[src/rtl/mux_16by1_pkg.sv]
// Package: mux_16by1_pkg
//
// Shared constants for the registered 16:1 lane selector and its bench.
// The selector is built as a two-level tree of 4:1 leaves, so the leaf
// geometry is kept here alongside the top-level lane count.
//
// Contents:
//   N_LANES     number of input lanes on the top-level selector
//   SEL_W       width of the top-level lane index
//   LEAF_LANES  lanes handled by one leaf selector
//   LEAF_SEL_W  index width of one leaf selector
package mux_16by1_pkg;

    localparam int N_LANES    = 16;
    localparam int SEL_W      = 4;
    localparam int LEAF_LANES = 4;
    localparam int LEAF_SEL_W = 2;

endpackage

[src/rtl/mux_16by1_4by1.sv]
// Module: mux_4by1
//
// Purely combinational 4:1 lane selector, the leaf of the 16:1 tree.
//
// Parameters:
//   WIDTH  bits per lane
//
// Ports:
//   in   [4*WIDTH]  four packed lanes, lane 0 at the LSBs
//   sel  [2]        lane index 0..3
//   out  [WIDTH]    selected lane
module mux_4by1
    import mux_16by1_pkg::*;
#(
    parameter int WIDTH = 1
) (
    input  logic [LEAF_LANES*WIDTH-1:0] in,
    input  logic [LEAF_SEL_W-1:0]       sel,
    output logic [WIDTH-1:0]            out
);

    // Explicit case decode so an unknown select code falls to the default
    // branch instead of producing a partially indexed slice.
    always_comb begin
        out = '0;
        case (sel)
            2'd0:    out = in[0*WIDTH +: WIDTH];
            2'd1:    out = in[1*WIDTH +: WIDTH];
            2'd2:    out = in[2*WIDTH +: WIDTH];
            2'd3:    out = in[3*WIDTH +: WIDTH];
            default: out = '0;
        endcase
    end

endmodule

[src/rtl/mux_16by1.sv]
// Module: mux_16by1
//
// Registered 16-to-1 lane selector. One of sixteen WIDTH-bit lanes packed on
// `in` is picked by `sel` and presented on `out` one clock later.
//
// Parameters:
//   WIDTH  bits per lane
//
// Ports:
//   clk        clock, rising edge
//   rst_n      asynchronous active-low reset
//   in         [16*WIDTH] packed lanes, lane k at in[k*WIDTH +: WIDTH]
//   sel        [4] lane index 0..15
//   in_valid   qualifies in/sel this cycle
//   out        [WIDTH] registered selected lane (holds when in_valid is low)
//   out_valid  out was captured from a valid input on the last edge
module mux_16by1
    import mux_16by1_pkg::*;
#(
    parameter int WIDTH = 1
) (
    input  logic                     clk,
    input  logic                     rst_n,
    input  logic [N_LANES*WIDTH-1:0] in,
    input  logic [SEL_W-1:0]         sel,
    input  logic                     in_valid,
    output logic [WIDTH-1:0]         out,
    output logic                     out_valid
);

    localparam int GROUP_W = LEAF_LANES * WIDTH;

    // Level-1 outputs: one lane per group of four, packed group 0 at LSBs.
    logic [GROUP_W-1:0] level1;
    logic [WIDTH-1:0]   picked;

    // First level: each leaf picks within its group of four lanes using the
    // low index bits.
    for (genvar g = 0; g < LEAF_LANES; g++) begin : g_level1
        mux_4by1 #(
            .WIDTH (WIDTH)
        ) u_leaf (
            .in  (in[g*GROUP_W +: GROUP_W]),
            .sel (sel[LEAF_SEL_W-1:0]),
            .out (level1[g*WIDTH +: WIDTH])
        );
    end

    // Second level: the high index bits choose which group's pick survives.
    mux_4by1 #(
        .WIDTH (WIDTH)
    ) u_final (
        .in  (level1),
        .sel (sel[SEL_W-1:LEAF_SEL_W]),
        .out (picked)
    );

    // Output register: data only moves on a valid input so the last result
    // is held across idle cycles, while the valid flag simply tracks whether
    // the most recent edge saw a valid input.
    always_ff @(posedge clk or negedge rst_n) begin
        if (!rst_n) begin
            out       <= '0;
            out_valid <= 1'b0;
        end else begin
            out_valid <= in_valid;
            if (in_valid) begin
                out <= picked;
            end
        end
    end

endmodule

[config.mk]
export PLATFORM = sky130hd
export DESIGN_NAME = mux_16by1
export DESIGN_NICKNAME = d
export VERILOG_FILES = /design/src/rtl/mux_16by1_pkg.sv /design/src/rtl/mux_16by1_4by1.sv /design/src/rtl/mux_16by1.sv
export SDC_FILE = /design/constraint.sdc
export NUM_CORES = 1
export LEC_CHECK = 0
export BUFFER_PORTS_ARGS = -buffer_cell sky130_fd_sc_hd__buf_2
export CORE_AREA = 3 3 40 42
export CTS_CLUSTER_SIZE = 24
export DETAILED_ROUTE_END_ITERATION = 10
export DIE_AREA = 0 0 43 45
export MAX_ROUTING_LAYER = met4
export SYNTH_ARGS = -nofsm -noshare
export SYNTH_HDL_FRONTEND = slang
export SYNTH_SLANG_ARGS = --single-unit
[constraint.sdc]
create_clock -name clk -period 1 [get_ports clk]
set_input_delay 0.05 -clock clk [delete_from_list [all_inputs] [get_ports clk]]
set_output_delay 0.05 -clock clk [all_outputs]
set_load 0.02 [all_outputs]
# Yosys cells after proc, flatten, opt, wreduce, memory -nomap -nowiden
# Index checks and enable logic that the tools add are counted.
# word_totals
register_bits	2
latchBits	0
ramBits	0
rom_bits	0
in_bits	23
output_inout_bits	2
elab_cells	15
mem_count	0
# op_classes
addsub	0
multipliers	0
div_mod_pow	0
order_cmp	0
n_eq_ne	6
shift	0
muxes	5
n_bitwise	0
n_reduce_logical	2
# op_table
operator	count
one-hot mux 1 bit (4 select lines)	5
== test 2 bit (second input constant)	4
== test 2 x 1 -> 1 bit (second input constant)	2
logical NOT 2 bit	2

# Longest topological paths before layout
# Gate-level depths: netlist (run 1).
# depth
depth_word	3
ltp_mapped	5
mapped_depth_nobuf	4

# Modules after synthesis
# A second synthesis (run 1) with hierarchy kept.
# unflattened
cells_unflattened	8
hier_area_um2	177.7
# by_module_without_submodules
module	n_inst	cells_per_inst	area_each_um2	seq_area_each_um2
mux_4by1	5	1	22.5	0.0
mux_16by1	1	3	65.1	50.0

# Worst setup path after synthesis (run 1)
# Ideal clock, no wire load.
# synth_timing
kind	input port to flip-flop
startpoint	input port sel[0]
endpoint	register out
setup_time_ps	124
arrival_time_ps	1003
slack_ps	-127
cell_stages	5
path_cell_list	buf_6 mux2_4 a221oi_2 a211oi_1 o31a_1
# synth_between
elab_chain_cells	3
elab_cells_between_ends	9
classes_between	3 x eq/ne; 5 x mux; 1 x reduce/logical
# synth_lines
element	line	source
from (decl)	mux_16by1.sv:25	input logic [SEL_W-1:0] sel,
== test 2 bit (tied with other cells)	mux_16by1_4by1.sv:26	case (sel)
one-hot mux 1 bit (4 select lines)	mux_16by1_4by1.sv:26	
one-hot mux 1 bit (4 select lines) (*)	mux_16by1_4by1.sv:26	
to (signal assigned)	mux_16by1.sv:68	out <= picked;
to (decl)	mux_16by1.sv:27	output logic [WIDTH-1:0] out,
# Every way passes the cells marked *; elsewhere a longest branch is shown, timed or not.
# A chain may end at the register's enable or synchronous reset.

# Worst setup path after layout (run 1)
# Same ends and word-level chain as after synthesis.

==> impl_metrics.csv, run 1 <==
group,metric,value,unit
status,status,"complete, no violations",
layout,diodes,0,
floorplan,start_util,0.192,
detailed_routing,drt_iter0_drc,2,
job,maxCapViolations,0,
clocking,numCtsBuffers,3,
synthesis,yosysMostFrequentCell,"mux2_4",
sta,slew_viol_final,0,
global_route,grt_pass1_vias,296,
sta,grt_setup_unrepaired,"no",
synthesis,syn_nets,45,
sta,finalCritPeriodShare,0.946,
power_and_ir_drop,sequentialPowerShare,0.218,
global_route,grtUsageMet1,0.111,
synthesis,synth_seq_cells,2,
sta,post-route-min-period,0.946,ns
layout,final_area,442,um^2
layout,nets,77,
power_and_ir_drop,ir_drop,391,uV
power_and_ir_drop,power_frac_comb,0.370,
power_and_ir_drop,pwr-share-clk,0.413,
layout,drive_gt1_frac,0.731,
worst_setup_path,critical_path.startpoint_type,"input port",
placed_design,place.gp.congestion,0.726,
clocking,cts_tree,"yes",
sta,hold_viol,0,
clocking,root_buffer,"clkbuf_4",
synthesis,synth_edf_count,0,
power_and_ir_drop,powerDensity,966,nW/um^2
global_route,grt_pass1_wl,1.19,mm
worst_setup_path,critPathMaxStageDelay,0.30,ns
floorplan,pin_count,25,
synthesis,ys_seq_area_frac,0.203,
floorplan,core_area,1280,um^2
placed_design,io_buffers,24,
synthesis,netlist_area,246,um^2
clocking,cts_max_level,1,
floorplan,die-area,1940,um^2
worst_setup_path,slowest_stage,"mux2_4",
placed_design,dp_slack,-0.230,ns
detailed_routing,wl_per_cell,10.5,um
placed_design,dp.final_hpwl,644,um
worst_setup_path,crit_chain,"buf_4, mux2_4, a221oi_2, a311oi_1, o31a_1",
synthesis,yosys.area.top_type,"dfrtp_1",
global_route,antenna_found_initial,0,
sta,setup_viol,0,
global_route,grt_max_degree,8,
detailed_routing,drt_pass1_iterations,2,
floorplan,die_h,45,um
worst_setup_path,cp.arrival,1.05,ns
worst_setup_path,r2r_slack,0.27,ns
power_and_ir_drop,sw_frac_of_total,0.264,
synthesis,synth_top_area_frac,0.203,
detailed_routing,wirelength,705,um
placed_design,dpl_cell_area,397,um^2
detailed_routing,final_antenna_net_count,0,
worst_setup_path,critical_path_required,1.10,ns
synthesis,synth_ff_type,"dfrtp_1",
worst_setup_path,crit_type,"input port to flop",
global_route,top_usage_layer,"met1",
synthesis,synth_cells,22,
layout,n_fill_cell,147,
worst_setup_path,critical_path.endpoint_type,"flop",
global_route,grt.met3_usage,0.0717,
detailed_routing,vias_per_cell,4.54,
layout,seq_area,50.0,um^2
global_route,gr-total-overflow,0,
global_route,grt_usage,0.0874,
synthesis,synth_area_per_cell,11.2,um^2
floorplan,die_x,43,um
clocking,clockBufferDepth,2,
layout,final_cells,67,
floorplan,row_count,13,
layout,multi_input_area,186,um^2
placed_design,placed_cells,63,
clocking,clk_latency,0.22,ns
clocking,clkSinkCount,2,
worst_setup_path,cp_max_fo,7,
clocking,clk_pin_slew_worst_paths,0.03,ns
global_route,met2_usage,0.105,
power_and_ir_drop,p_int,314,uW
synthesis,synthArstFlopShare,1.00,
clocking,postCtsSetupBuffers,0,
synthesis,synth_warnings,0,
power_and_ir_drop,p_leak,0.000223,uW
detailed_routing,num_vias,304,
detailed_routing,drc,0,
sta,max_freq,1.06,GHz
sta,finClkSkew,0,ns
sta,max_slew_margin,0.860,
synthesis,synth_area_leaders,"dfrtp_1 20%, mux2_4 18%, a221oi_2 12%",
layout,area_growth,79.2,%
synthesis,synth.top_cells.by_count,"3 x mux2_4, 2 x a221oi_2, 2 x dfrtp_1",
worst_hold_path,hp-class,"input port to asynchronous set/reset pin",
sta,fin_ws,0.0538,ns
power_and_ir_drop,power_switching,113,uW
sta,worstMarginPinSlew,0.209,ns
synthesis,ys_types,18,
## path summary, 6_finish.rpt
| kind | start | to | depth (start not counted) |
|---|---|---|---|
| setup / recovery | sel[0] | out | 5 |
| setup reg to reg | out | out | 3 |
| hold / removal | rst_n | out_valid | 2 |
| hold reg to reg | out | out | 3 |
| max in group asynchronous | rst_n | out | 2 |
| min in group clk | sel[2] | out | 3 |
## cells by family (layout without fill, tap and decap cells)
group	after synthesis	after routing	share of synthesized area
AO/OA/AOI/OAI	9	9	0.335
multiplexers	5	5	0.315
AND/OR/NAND/NOR	4	4	0.0863
flip-flops	2	2	0.203
buffers and inverters	2	32	0.0609
## registers in the layout, indices dropped and copies added, names as in the netlist
name       cells
out_valid      1
out            1
## area by class of cell
cell class,count,area share
multi-input combinational,18,0.422
timing repair buffer,28,0.363
sequential,2,0.113
clock buffer,3,0.0510
tap,15,0.0425
inverter,1,0.00850
## power by group through the flow
stage	combinational (uW)	sequential (uW)	clock, uW
2_1_floorplan	68.1	104	0
3_5_place_dp	153	94.1	0
4_1_cts	159	93.2	184
3_3_place_gp	151	93.4	0
5_1_grt	174	93.6	198
6_report	158	92.9	176
## what timing repair did
| action | CTS | global route |
|---|---|---|
| endpoints found under the setup margin | 0 | 1 |
| hold buffers | 2 | 0 |
| gates resized for setup | 0 | 3 |
| endpoints found under the hold margin | 3 | 0 |
## critical path, delay by kind of cell
family / cells / cell delay (ns)
mux: 1 / 0.30
compound gates: 3 / 0.55
buf+inv: 1 / 0.14
## through the flow
step	util	TNS [ns]	total power [uW]	hold slack, ns
after global routing	0.344	0	465	0.161
after floorplan	-	-0.102	173	-0.246
after CTS	0.342	0	437	0.140
final	0.344	0	427	0.142
after global placement	0.309	-0.202	245	-0.163
after detailed placement	0.309	-0.230	247	-0.163
## metal layers
metal | routed length (um) | part of all wire
met3 | 139 | 0.20
met5 | 0 | 0
met4 | 0 | 0
met1 | 300 | 0.43
met2 | 265 | 0.38
## cell usage in the layout (no fill, tap or decap)
cell type	netlist	routed
buf_2	0	22
buf_4	0	4
mux2_4	3	3
clkbuf_4	0	3
a221oi_2	2	2
dlygate4sd3_1	0	2
dfrtp_1	2	2
nor2b_2	1	1
a22oi_1	1	1
a211oi_1	1	1
inv_1	1	1
mux2i_1	1	1
a211o_2	1	1
nand2_1	1	1
a311oi_1	1	1
o21ai_0	1	1
mux4_2	1	1
nor3_2	0	1
nor2_1	1	1
a21oi_1	1	1
o31a_1	1	1
(Power assumes the default switching activity.)
==> run 2, diff against run 1 <==
--- a/config.mk
+++ b/config.mk
@@ -7,6 +7,8 @@
 export LEC_CHECK = 0
 export BUFFER_PORTS_ARGS = -buffer_cell sky130_fd_sc_hd__buf_2
 export CORE_AREA = 3 3 40 42
+export CTS_BUF_LIST = sky130_fd_sc_hd__clkbuf_4
+export CTS_CLUSTER_DIAMETER = 120
 export CTS_CLUSTER_SIZE = 24
 export DETAILED_ROUTE_END_ITERATION = 10
 export DIE_AREA = 0 0 43 45
==> constraint.sdc (replaced) <==
create_clock -name clk -period 1.22 [get_ports clk]
set_input_delay 0.061 -clock clk [delete_from_list [all_inputs] [get_ports clk]]
set_output_delay 0.061 -clock clk [all_outputs]
set_load 0.02 [all_outputs]
==> impl_metrics.csv, run 2 (synthesis gave the netlist of run 1 again) <==
group,metric,value,unit
detailed_routing,drt_iter0_drc,0,
global_route,gr-total-overflow,0,
floorplan,row_count,13,
power_and_ir_drop,p_leak,0.000216,uW
clocking,clkSinkCount,2,
placed_design,dpl_cell_area,382,um^2
sta,max_slew_margin,0.848,
clocking,postCtsSetupBuffers,0,
global_route,grt_usage,0.0780,
worst_hold_path,hp-class,"input port to asynchronous set/reset pin",
sta,max_freq,0.975,GHz
global_route,grtUsageMet1,0.0916,
worst_setup_path,cp_max_fo,6,
clocking,clockBufferDepth,2,
global_route,met2_usage,0.114,
floorplan,die_h,45,um
layout,final_cells,66,
floorplan,die_x,43,um
sta,setup_viol,0,
detailed_routing,wl_per_cell,10.5,um
floorplan,start_util,0.192,
job,maxCapViolations,0,
power_and_ir_drop,power,345,uW
global_route,top_usage_layer,"met2",
layout,final_area,424,um^2
detailed_routing,drc,0,
detailed_routing,vias_per_cell,4.55,
worst_setup_path,rr_endpoint,"out",
clocking,cts_max_level,1,
detailed_routing,wirelength,696,um
layout,area_growth,72.1,%
placed_design,dp_slack,-0.0443,ns
layout,fin_util,0.330,
sta,grt_setup_unrepaired,"no",
clocking,numCtsBuffers,3,
placed_design,placed_cells,61,
global_route,grt_pass1_wl,1.11,mm
global_route,grt_pass1_vias,300,
sta,worstMarginPinSlew,0.226,ns
placed_design,place.gp.congestion,0.678,
detailed_routing,drt_pass1_iterations,1,
layout,reg_top3,"out: 1 flops, out_valid: 1 flops",
worst_setup_path,r2r_slack,0.47,ns
placed_design,io_buffers,24,
detailed_routing,num_vias,300,
global_route,grt.met3_usage,0.0239,
detailed_routing,final_antenna_net_count,0,
global_route,antenna_found_initial,0,
worst_setup_path,crit_type,"input port to flop",
worst_setup_path,critical_path.startpoint_type,"input port",
clocking,root_buffer,"clkbuf_4",
clocking,clk_pin_slew_worst_paths,0.03,ns
sta,finalCritPeriodShare,0.841,
layout,final_common_cell,"buf_2",
clocking,clk_latency,0.22,ns
sta,slew_viol_final,0,
layout,nets,76,
worst_setup_path,critical_path_required,1.32,ns
power_and_ir_drop,powerDensity,812,nW/um^2
clocking,cts_tree,"yes",
layout,drive_gt1_frac,0.706,
placed_design,dp.final_hpwl,604,um
worst_setup_path,r2r_cells,3,
sta,post-route-min-period,1.03,ns
worst_setup_path,cp.arrival,1.13,ns
worst_setup_path,reg2reg_from,"out",
global_route,grt_max_degree,9,
worst_setup_path,critical_path.endpoint_type,"flop",
power_and_ir_drop,ir_drop,242,uV
layout,mostFrequentLayoutCells,"24 x buf_2, 3 x mux2_4, 3 x clkbuf_4",
status,status,"complete, no violations",
sta,hold_viol,0,
layout,diodes,0,
sta,finClkSkew,0,ns
floorplan,pin_count,25,
floorplan,die-area,1940,um^2
sta,fin_ws,0.194,ns
floorplan,core_area,1280,um^2
[run 2: cell count changes in the layout (fill, tap and decap cells not counted), sizes merged]
cell and delta:
buf -1
[run 2: repair_timing]
item                                   4_1_cts  5_1_grt
endpoints found under the hold margin        3        0
hold buffers                                 2        0
gates resized for setup                      0        0
[run 2: worst max path at each step]
stage | startpoint | end | slack, ns | cells after the start
global route | sel[0] | out | 0.12 | 5
CTS | sel[0] | out | 0.19 | 5
detailed placement | sel[0] | out | -0.04 | 5
global placement | sel[0] | out | -0.004 | 5
finish | sel[0] | out | 0.19 | 5
floorplan | sel[0] | out | 0.08 | 5
[run 2: metal layers]
layer  wire, um  up-vias
met3         95        2
li1           -      150
met2        323       19
met5          0        -
met1        265      129
met4         12        0
[run 2: area by class of cell]
type | count | area (um^2)
fillers | 140 | 861
multi-input cells | 18 | 181
repair buffers | 27 | 148
flip-flops and latches | 2 | 50.0
clock buffers | 3 | 22.5
well taps | 15 | 18.8
inverters | 1 | 3.75
[run 2: where the power goes]
part,leakage [uW],internal (uW),switching (uW)
Combinational,0.000179,71.0,51.9
Sequential,0.0000229,73.4,2.36
Clock,0.0000138,108,37.4
[run 2: critical path, stage by stage]
cell	delay, ns
buf_2	0.16
mux2_4	0.32
a221oi_2	0.22
a211oi_1	0.08
o31a_1	0.30
[run 2: stage by stage]
stage	setup TNS, ns	hold WS (ns)
floorplan	0	-0.235
global route	0	0.172
CTS	0	0.153
finish	0	0.155
global placement	-0.00418	-0.153
detailed placement	-0.0443	-0.152
